==> src/rtl/main_mem_arbiter_pkg.sv <==
// Shared definitions for the main-memory arbiter: default geometry, owner encoding
// and the round-robin pointer helper.
package main_mem_arbiter_pkg;

    localparam int DEF_NUM_CORES             = 3;
    localparam int DEF_MAIN_MEMORY_ADDR_BITS = 8;
    localparam int DATA_BITS                 = 32;

    // Who drove the memory port in the previous cycle; core k encodes as OWNER_CORE0 + k.
    typedef enum logic [3:0] {
        OWNER_NONE  = 4'd0,
        OWNER_HOST  = 4'd1,
        OWNER_CORE0 = 4'd2
    } owner_t;

    function automatic int rr_next(input int idx, input int n);
        return (idx + 1 >= n) ? 0 : idx + 1;
    endfunction

endpackage

==> src/rtl/main_mem_arbiter_rr_arbiter.sv <==
// Combinational round-robin picker: first set request at or after ptr, wrapping at WIDTH-1.
module main_mem_arbiter_rr_arbiter #(
    parameter int WIDTH    = 3,
    parameter int IDX_BITS = (WIDTH > 1) ? $clog2(WIDTH) : 1
) (
    input  logic [WIDTH-1:0]    req,
    input  logic [IDX_BITS-1:0] ptr,
    output logic [WIDTH-1:0]    grant,
    output logic [IDX_BITS-1:0] grant_idx,
    output logic                grant_valid
);

    always_comb begin
        // NOTE: every output gets a default before the search so no path leaves one unassigned (no latch).
        grant       = '0;
        grant_idx   = '0;
        grant_valid = 1'b0;
        for (int off = 0; off < WIDTH; off++) begin
            int idx;
            idx = int'(ptr) + off;
            if (idx >= WIDTH) begin
                idx = idx - WIDTH;
            end
            if (!grant_valid && req[idx]) begin
                grant[idx]  = 1'b1;
                grant_idx   = IDX_BITS'(idx);
                grant_valid = 1'b1;
            end
        end
    end

endmodule

==> src/rtl/main_mem_arbiter.sv <==
// Shares one single-port synchronous main memory between the per-core memory
// controllers (round-robin) and a Wishbone slave port (throttled priority).
module main_mem_arbiter
    import main_mem_arbiter_pkg::*;
#(
    parameter int NUM_CORES             = DEF_NUM_CORES,
    parameter int MAIN_MEMORY_ADDR_BITS = DEF_MAIN_MEMORY_ADDR_BITS
) (
    input  logic                                       clk,
    input  logic                                       rst,

    input  logic [NUM_CORES-1:0]                       core_req,
    input  logic [NUM_CORES-1:0]                       core_we,
    input  logic [NUM_CORES*MAIN_MEMORY_ADDR_BITS-1:0] core_addr,
    input  logic [NUM_CORES*32-1:0]                    core_din,
    output logic [NUM_CORES-1:0]                       core_grant,
    output logic [31:0]                                core_dout,

    input  logic                                       wb_cyc_i,
    input  logic                                       wb_stb_i,
    input  logic                                       wb_we_i,
    input  logic [MAIN_MEMORY_ADDR_BITS-1:0]           wb_adr_i,
    input  logic [31:0]                                wb_dat_i,
    output logic                                       wb_ack_o,
    output logic [31:0]                                wb_dat_o,

    output logic                                       mem_en,
    output logic                                       mem_we,
    output logic [MAIN_MEMORY_ADDR_BITS-1:0]           mem_addr,
    output logic [31:0]                                mem_din,
    input  logic [31:0]                                mem_dout
);

    localparam int PTR_BITS = (NUM_CORES > 1) ? $clog2(NUM_CORES) : 1;
    localparam int AB       = MAIN_MEMORY_ADDR_BITS;

    logic [PTR_BITS-1:0]  rr_ptr;
    logic                 wb_block;
    owner_t               last_owner;

    logic [NUM_CORES-1:0] arb_grant;
    logic [PTR_BITS-1:0]  arb_idx;
    logic                 arb_valid;
    logic                 wb_win;
    logic                 core_win;

    main_mem_arbiter_rr_arbiter #(
        .WIDTH    (NUM_CORES),
        .IDX_BITS (PTR_BITS)
    ) u_rr (
        .req         (core_req),
        .ptr         (rr_ptr),
        .grant       (arb_grant),
        .grant_idx   (arb_idx),
        .grant_valid (arb_valid)
    );

    // An un-acked strobe wins unless it was just served and cores are still waiting.
    assign wb_win   = !rst && wb_cyc_i && wb_stb_i && !wb_ack_o && !(wb_block && |core_req);
    assign core_win = !rst && !wb_win && arb_valid;

    always_comb begin
        core_grant = '0;
        mem_en     = 1'b0;
        mem_we     = 1'b0;
        mem_addr   = '0;
        mem_din    = '0;
        if (wb_win) begin
            mem_en   = 1'b1;
            mem_we   = wb_we_i;
            mem_addr = wb_adr_i;
            mem_din  = wb_dat_i;
        end else if (core_win) begin
            core_grant = arb_grant;
            mem_en     = 1'b1;
            mem_we     = core_we[arb_idx];
            mem_addr   = core_addr[int'(arb_idx)*AB +: AB];
            mem_din    = core_din[int'(arb_idx)*32 +: 32];
        end
    end

    assign core_dout = mem_dout;
    // Host read data is only meaningful in the cycle after a host access, i.e. while ack is high.
    assign wb_dat_o  = (last_owner == OWNER_HOST) ? mem_dout : '0;

    always_ff @(posedge clk or posedge rst) begin
        if (rst) begin
            rr_ptr     <= '0;
            wb_ack_o   <= 1'b0;
            wb_block   <= 1'b0;
            last_owner <= OWNER_NONE;
        end else begin
            // NOTE: sequential state uses non-blocking assignments so every flop samples pre-edge values.
            wb_ack_o <= wb_win;
            if (wb_win) begin
                wb_block   <= 1'b1;
                last_owner <= OWNER_HOST;
            end else if (core_win) begin
                wb_block   <= 1'b0;
                rr_ptr     <= PTR_BITS'(rr_next(int'(arb_idx), NUM_CORES));
                last_owner <= owner_t'(4'(OWNER_CORE0) + 4'(arb_idx));
            end else begin
                if (core_req == '0) begin
                    wb_block <= 1'b0;
                end
                last_owner <= OWNER_NONE;
            end
        end
    end

endmodule
==> config.mk <==
export PLATFORM = sky130hd
export DESIGN_NAME = main_mem_arbiter
export DESIGN_NICKNAME = d
export VERILOG_FILES = /design/src/rtl/main_mem_arbiter_pkg.sv /design/src/rtl/main_mem_arbiter_rr_arbiter.sv /design/src/rtl/main_mem_arbiter.sv
export SDC_FILE = /design/constraint.sdc
export NUM_CORES = 1
export LEC_CHECK = 0
export ABC_AREA = 1
export BUFFER_PORTS_ARGS = -buffer_cell sky130_fd_sc_hd__buf_2
export CAP_MARGIN = 10
export CORE_AREA = 5 5 120 122
export CTS_BUF_LIST = sky130_fd_sc_hd__clkbuf_4
export CTS_CLUSTER_SIZE = 20
export DETAILED_ROUTE_END_ITERATION = 16
export DIE_AREA = 0 0 125 127
export GPL_TIMING_DRIVEN = 1
export PLACE_DENSITY_LB_ADDON = 0.12
export SKIP_LAST_GASP = 1
export SYNTH_ARGS = -nofsm -noshare
export SYNTH_HDL_FRONTEND = slang
export SYNTH_HIERARCHICAL = 1
export SYNTH_SLANG_ARGS = --single-unit
==> constraint.sdc <==
create_clock -name clk -period 4.9 [get_ports clk]
set_clock_uncertainty 0.2 [all_clocks]
set_input_delay 0.49 -clock clk [delete_from_list [all_inputs] [get_ports clk]]
set_output_delay 0.49 -clock clk [all_outputs]
set_load 0.1 [all_outputs]
### After elaboration in Yosys (flattened, before gate mapping)

Cells that the tools add are included.

* register bits after elaboration: 8
* input bits: 203
* output and inout bits: 110
* logic and storage cells: 96

* $add $sub $neg: 7
* magnitude comparators: 11
* equal/unequal tests: 1
* shift operators: 2
* multiplexer cells: 46
* bitwise operators: 3
* reductions and logical operators: 22

Operator list (number)
* $mux 32: 6
* $ge 32x1->1 const B: 3
* $lt 32x4->1 const B: 3
* $shiftx 96x8->32: 1
* $ge 32x3->1 const B: 2
* $sub 32x3->32 const B: 2
* $shiftx 24x6->8: 1
* $mux 3: 7
* $mux 1: 20
* $mux 8: 2
* $logic_and 1x1->1: 12
* $bmux 1 s2: 4
* $mux 2: 4
* $add 2x1->3 const B: 2
* $demux 1 s2: 3
* $logic_not 1->1: 6
* $or 3x3->3: 2
* $eq 4x1->1 const B: 1
* $add 2x2->3 const A: 1
* $add 2x2->3 const B: 1
* $ge 3x2->1 const B: 1
* $logic_not 3->1: 1
* $lt 2x3->1 const B: 1
* $reduce_bool 3->1: 1
* 5 further kinds: 5

### Logic depth before layout (Yosys ltp)

Gate-level depths: netlist of run 1.

* depth in word-level cells: 16
* depth in mapped cells: 18
* gate-level depth less buffers: 16

### Cells and area by module

Netlist of run 1, hierarchy kept.

Modules (own cells, without submodules)
* main_mem_arbiter: times used 1, cells an instance 465, area an instance 2372.3 um2, sequential area each 175.2 um2
* main_mem_arbiter_rr_arbiter: times used 1, cells an instance 61, area an instance 320.3 um2, sequential area each 0.0 um2

### Worst setup path after synthesis of run 1

No wires, ideal clock.

* path kind: reg2out
* from: register rr_ptr[0]
* to: output core_grant[0]
* arrival: 2.807 ns
* data required time: 4.210 ns
* path slack: 1.403 ns
* cell stages (with the launch flop): 10
* path buffers: 0
* cells stage by stage: dfrtp_1 > inv_1 > ha_1 > inv_2 > o31ai_4 > or2_1 > nand2_1 > inv_2 > nand2_2 > nor2_1

* cells in the longest elaborated chain, start to end: 15
* elaborated cells on any way between the ends: 50
* those cells by class: add/sub: 5; order compare: 9; mux: 26; bitwise: 2; reduce/logical: 8

RTL lines
* from (decl): RTL line main_mem_arbiter.sv:37 `logic [PTR_BITS-1:0] rr_ptr;`
* from (signal assigned): RTL line main_mem_arbiter.sv:100 `rr_ptr <= PTR_BITS'(rr_next(int'(arb_idx), NUM_CORES));`
* branches (longest 11 deep; another with $sub 32x3->32)
* $mux 1 *: RTL line main_mem_arbiter_rr_arbiter.sv:24 `if (!grant_valid && req[idx]) begin`
* net arb_valid: RTL line main_mem_arbiter.sv:43 `logic arb_valid;`
* $logic_and 1x1->1 *: RTL line main_mem_arbiter.sv:60 `assign core_win = !rst && !wb_win && arb_valid;`
* $mux 3 *: RTL line main_mem_arbiter.sv:73 `end else if (core_win) begin`
* $mux 3 *: RTL line main_mem_arbiter.sv:68 `if (wb_win) begin`
* to (decl): RTL line main_mem_arbiter.sv:16 `output logic [NUM_CORES-1:0] core_grant,`

Mark *: on every way through the listed nets, which the timed path passes. The select of a mux whose other input is x is not followed.

### Worst setup path after layout of run 1

* from: register rr_ptr[0]
* to: output mem_din[19]

* cells in the longest elaborated chain, start to end: 15
* elaborated cells on any way between the ends: 34
* those cells by class: add/sub: 5; order compare: 3; shift: 1; mux: 20; reduce/logical: 5

RTL lines
* branches (longest 11 deep; another with $sub 32x3->32)
* $mux 2 *: RTL line main_mem_arbiter_rr_arbiter.sv:24
* net arb_idx[0]: RTL line main_mem_arbiter.sv:42 `logic [PTR_BITS-1:0] arb_idx;`
* $shiftx 96x8->32 *: RTL line main_mem_arbiter.sv:78 `mem_din = core_din[int'(arb_idx)*32 +: 32];`
* $mux 32 *: RTL line main_mem_arbiter.sv:73
* $mux 32 *: RTL line main_mem_arbiter.sv:68
* to (decl): RTL line main_mem_arbiter.sv:30 `output logic [31:0] mem_din,`

Marked as above.

==> results of run 1 <==
-- worst min-delay path: cells and delay by family, from the launching register on --
kind / cells / cell delay (ns)
AND/OR/NAND/NOR: 2 / 0.12
flip-flops: 1 / 0.39
-- state kept, by name, summed over array words and instances, names as in the netlist --
name,flops
wb_ack_o,1
last_owner,3
rr_ptr,2
wb_block,1
-- per-stage QoR --
step | setup slack, ns | hold slack, ns | cells | instance area [sq um]
final | 0.5048 | 0.3392 | 952 | 4040
after global routing | 0.1465 | 0.3721 | 952 | 4040
after CTS | 0.4726 | 0.3435 | 952 | 4040
after detailed placement | 0.7587 | 0.2059 | 947 | 4000
after global placement | 0.7811 | 0.2075 | 947 | 4000
after floorplan | 1.403 | 0.06366 | 526 | 2693
-- cells in the mapped netlist --
| cell type | number |
|---|---|
| o31ai_4 | 1 |
| nor2_2 | 3 |
| o21ai_0 | 3 |
| buf_2 | 22 |
| o21ai_2 | 1 |
| buf_8 | 1 |
| or2_1 | 1 |
| inv_1 | 45 |
| inv_2 | 11 |
| nand2_1 | 157 |
| buf_6 | 7 |
| ha_1 | 4 |
| nand3_1 | 177 |
| nor2_4 | 1 |
| clkinv_1 | 1 |
| or3b_1 | 1 |
| dfrtp_1 | 7 |
| nand2_4 | 1 |
| buf_4 | 41 |
| nor2_1 | 38 |
| nand2_2 | 2 |
| nand3_2 | 1 |
-- cell type report --
type / instances / area [sq um] / area share, %
multi-input cells: 391 / 1799 / 44.53
repair buffers: 317 / 1602 / 39.64
well taps: 176 / 220.2 / 5.451
inverters: 57 / 214.0 / 5.296
flip-flops and latches: 7 / 175.2 / 4.336
clock buffers: 4 / 30.03 / 0.7433
-- logic make-up (layout without fill, tap and decap cells) --
| group | after synthesis | count (layout) | share of synthesized area [%] |
|---|---|---|---|
| AOI/OAI and AO/OA | 5 | 5 | 1.673 |
| adders and majority gates | 4 | 4 | 1.859 |
| buffers and inverters | 128 | 378 | 26.95 |
| DFF | 7 | 7 | 6.506 |
| and+or+nand+nor | 382 | 382 | 63.01 |
-- path summary, 6_finish.rpt --
check,startpoint,endpoint,slack [ns],cells past startpoint
setup / recovery,rr_ptr[0],mem_din[19],0.50,17
hold / removal,rr_ptr[0],rr_ptr[0],0.34,2
setup reg to reg,rr_ptr[0],rr_ptr[0],1.74,14
hold reg to reg,rr_ptr[0],rr_ptr[0],0.34,2
max in group asynchronous,rst,wb_block,3.85,3
min in group asynchronous,rst,last_owner[0],0.48,3
-- routing by layer --
metal,vias to the layer above,wire length [um]
li1,2148,-
met1,1908,5152
met2,233,7605
met3,14,1419
met4,0,210
met5,-,0
==> impl_metrics.yaml, run 1 <==
floorplan:
  dieArea_sq_mm: 0.01588
  die_h_um: 127
  std_cell_rows: 42
  core_sq_mm: 0.01309
  fp.dieW_um: 125
  io_pins: 313
  initial_core_util_pct: 20.58
critical_path:
  end_kind: "output port"
  crit_path_max_fanout: 43
  worstPathArrival_ns: 3.71
  critPathBufInv: 6
  cp-start-kind: "flop"
  crit_slowest_cell: "inv_2"
  path_class: "reg -> out"
  cp_cell_sequence: "inv_1, ha_1, inv_2, nand2_1, nand3_1, nand2_1, nand2_1, inv_2, nand3_1, nand2_2, buf_4, inv_2, nand3_1, nand3_1, nand3_1, nand2_1, buf_2"
  crit_required_ns: 4.21
  crit_path_max_incr_delay_ns: 0.62
  path_delay_family: "buffers and inverters"
  cp_common_cell: "nand3_1"
grt:
  grt_usage_pct: 16.62
  antenna_found_initial: 0
  grt_use_met1_pct: 16.81
  globalRouteMet3Util_pct: 5.175
  grt_start_max_net_pins: 48
  overflow: 0
  use_met2_pct: 33.57
  grt_pass1_vias: 4464
  top_usage_layer: "met2"
  grt_pass1_wl_mm: 22.06
worst_hold_path:
  hold_class: "reg -> reg"
sta:
  max_freq_mhz: 227.5
  rsz0062_at_grt: "no"
  finalSetupViolations: 0
  drv_slew: 0
  finalCritPeriodShare_pct: 89.70
  tightestPinTransition_ns: 1.054
  fin_crit_ns: 4.395
  maxSlewHeadroom_pct: 29.71
  tns_ns: 0
  finalHoldViolCount: 0
status:
  status: "finished, final reports clean"
clock_tree:
  cts_made_buffers: 3
  post-cts-setup-buffer-count: 0
  clk_latency_ns: 0.25
  ctsHoldBuffers: 1
  clk_path_buf_depth: 2
  cts.repair.resized: 0
  clkTransAtPathRegs_ns: 0.05
  cts-htree-levels: 1
  cts_tree: "built"
  cts_sinks: 7
  root_buffer: "clkbuf_4"
cells_and_area:
  fin_util_pct: 30.88
  drive_gt1_share_pct: 44.33
  layout_common_cells: "312 x buf_2, 177 x nand3_1, 154 x nand2_1"
  num-fill-cells: 1564
  final_nets: 984
  final_common_cell: "buf_2"
  syn_to_final_growth_pct: 50.05
  antennaDiodeCount: 0
logic_synthesis:
  synthCells: 526
  yosys.area.top_type_share_pct: 32.90
  synth.area.top_cells: "nand3_1 33%, nand2_1 22%, buf_4 11%"
  ys_warn_count: 6
  synthesis.area_sq_mm: 0.002693
  syn_nets: 733
  yosysTopAreaCell: "nand3_1"
  ys_ff_latch: 7
  avgSynthCellArea_sq_um: 5.119
  synth_cell_type_count: 22
  yosysSeqAreaShare_pct: 6.506
drt:
  drtIter0Drc: 162
  antenna_left: 0
  routedWlPerCell_um: 15.11
  drt-total-wl_mm: 14.39
  vias_per_cell: 4.520
  firstDrtPassIters: 5
  route.detailed.drc: 0
  num_vias: 4303
job:
  maxCapViolCount: 0
placed_design:
  port_buffers: 312
  hpwl_mm: 11.40
  place.gp.congestion: 0.9006
Power of run 1 is left out: the tool's default activity adds up to more than one toggle a clock period on the data nets, which glitch-free logic cannot reach.
==> inputs of run 2 (changes only) <==
--- a/config.mk
+++ b/config.mk
@@ -8,11 +8,10 @@
 export ABC_AREA = 1
 export BUFFER_PORTS_ARGS = -buffer_cell sky130_fd_sc_hd__buf_2
 export CAP_MARGIN = 10
-export CORE_AREA = 5 5 120 122
-export CTS_BUF_LIST = sky130_fd_sc_hd__clkbuf_4
+export CORE_AREA = 5 5 118 120
 export CTS_CLUSTER_SIZE = 20
 export DETAILED_ROUTE_END_ITERATION = 16
-export DIE_AREA = 0 0 125 127
+export DIE_AREA = 0 0 123 125
 export GPL_TIMING_DRIVEN = 1
 export PLACE_DENSITY_LB_ADDON = 0.12
 export SKIP_LAST_GASP = 1
==> run 2 against run 1 <==
  * Non-clock buffer count did not move
  * Utilization grew 0.88 points
  * Worst setup slack improved by 0.090 ns
  * Die area shrank 3.1%
  * Fmax up 2.1%
  * Cell area increased by 1.2%
  * Register-to-register slack gained 0.19 ns
  * Critical path type unchanged
  * Largest cell class unchanged
  * Highest routed layer unchanged
==> impl_metrics.yaml, run 2 (synthesized netlist as in run 1, its figures left out) <==
status:
  status: "finished, final reports clean"
cells_and_area:
  fin_util_pct: 31.76
  drive_gt1_share_pct: 44.20
  layout_common_cells: "312 x buf_2, 177 x nand3_1, 154 x nand2_1"
  design_area_sq_mm: 0.004089
  syn_to_final_growth_pct: 51.86
  largest_reg_flops: 3
  num-fill-cells: 1489
  final_common_cell: "buf_2"
  antennaDiodeCount: 0
  regMostFlops: "last_owner"
  reg_top3: "last_owner: 3 flops, rr_ptr: 2 flops"
  final_nets: 984
sta:
  fin_ws_ns: 0.5951
  tightestPinTransition_ns: 1.076
  fin_crit_ns: 4.305
  finalSetupViolations: 0
  drv_slew: 0
  rsz0062_at_grt: "no"
  finalHoldViolCount: 0
  max_freq_mhz: 232.3
  tns_ns: 0
  finalCritPeriodShare_pct: 87.85
  maxSlewHeadroom_pct: 28.28
drt:
  route.detailed.drc: 0
  antenna_left: 0
  drtIter0Drc: 215
  routedWlPerCell_um: 14.98
  firstDrtPassIters: 5
  drt-total-wl_mm: 14.26
  vias_per_cell: 4.530
  num_vias: 4313
placed_design:
  dp_slack_ns: 0.8053
  place.gp.congestion: 0.8734
  port_buffers: 312
  place_area_sq_mm: 0.004000
  hpwl_mm: 11.16
clock_tree:
  clk_latency_ns: 0.23
  clk_path_buf_depth: 2
  clkTransAtPathRegs_ns: 0.04
  ctsHoldBuffers: 1
  root_buffer: "clkbuf_16"
  cts_sinks: 7
  cts_made_buffers: 3
  cts-htree-levels: 1
  post-cts-setup-buffer-count: 0
  cts_tree: "built"
  cts.repair.resized: 0
floorplan:
  die_h_um: 125
  std_cell_rows: 42
  fp.dieW_um: 123
  core_sq_mm: 0.01287
  dieArea_sq_mm: 0.01538
  io_pins: 313
  initial_core_util_pct: 20.91
critical_path:
  path_class: "reg -> out"
  cp-start-kind: "flop"
  end_kind: "output port"
  crit_path_max_fanout: 43
  r2r_slack_ns: 1.93
  worstPathArrival_ns: 3.61
  crit_required_ns: 4.21
job:
  maxCapViolCount: 0
grt:
  grt_usage_pct: 16.73
  grt_pass1_vias: 4327
  overflow: 0
  grt_pass1_wl_mm: 20.93
  antenna_found_initial: 0
  grt_start_max_net_pins: 48
worst_hold_path:
  hold_class: "reg -> reg"
run 2: cell counts in the layout (fill, tap and decap cells not counted):
Identical to the previous run, type by type.
run 2: metal layers:
metal / global-route usage, % / vias to the layer above / part of all wire (%)
met5: 0 / - / 0
met4: 2.671 / 0 / 1.3
met3: 4.381 / 16 / 11
met2: 33.42 / 256 / 52
met1: 17.32 / 1894 / 35
li1: - / 2147 / -
run 2: layout make-up:
cell class / instances / area (sq um) / area share (%)
inverters: 57 / 214.0 / 5.233
repair buffers: 317 / 1602 / 39.17
clock buffers: 4 / 78.83 / 1.928
multi-input cells: 391 / 1799 / 44.00
flip-flops and latches: 7 / 175.2 / 4.284
well taps: 176 / 220.2 / 5.386
run 2: per-stage QoR:
| step | hold slack, ns | instances |
|---|---|---|
| 3_5_place_dp | 0.2073 | 947 |
| 5_1_grt | 0.4059 | 952 |
| 4_1_cts | 0.3363 | 952 |
| 6_report | 0.3333 | 952 |
| 3_3_place_gp | 0.2017 | 947 |
| 2_1_floorplan | 0.06366 | 526 |
run 2: final timing paths:
| check | start | end | cells after the start |
|---|---|---|---|
| worst max-delay path | rr_ptr[0] | mem_din[19] | 16 |
| worst min-delay path | rr_ptr[0] | rr_ptr[0] | 2 |
| worst max register to register | rr_ptr[0] | rr_ptr[1] | 14 |
| min in group asynchronous | rst | wb_ack_o | 3 |
| max in group asynchronous | rst | last_owner[1] | 3 |
| worst min register to register | rr_ptr[0] | rr_ptr[0] | 2 |
run 2: critical path, stage by stage, from the launching register on:
cell and delay [ns]:
dfrtp_1 0.38, inv_1 0.08, ha_1 0.40, inv_2 0.14, nand2_1 0.06, nand3_1 0.06, nand2_1 0.05, nand2_1 0.09
inv_2 0.05, nand3_1 0.09, nand2_2 0.30, inv_2 0.71, nand3_1 0.21, nand3_1 0.14, nand3_1 0.10, nand2_1 0.10
buf_2 0.43
Power of run 2 is left out for the same reason.
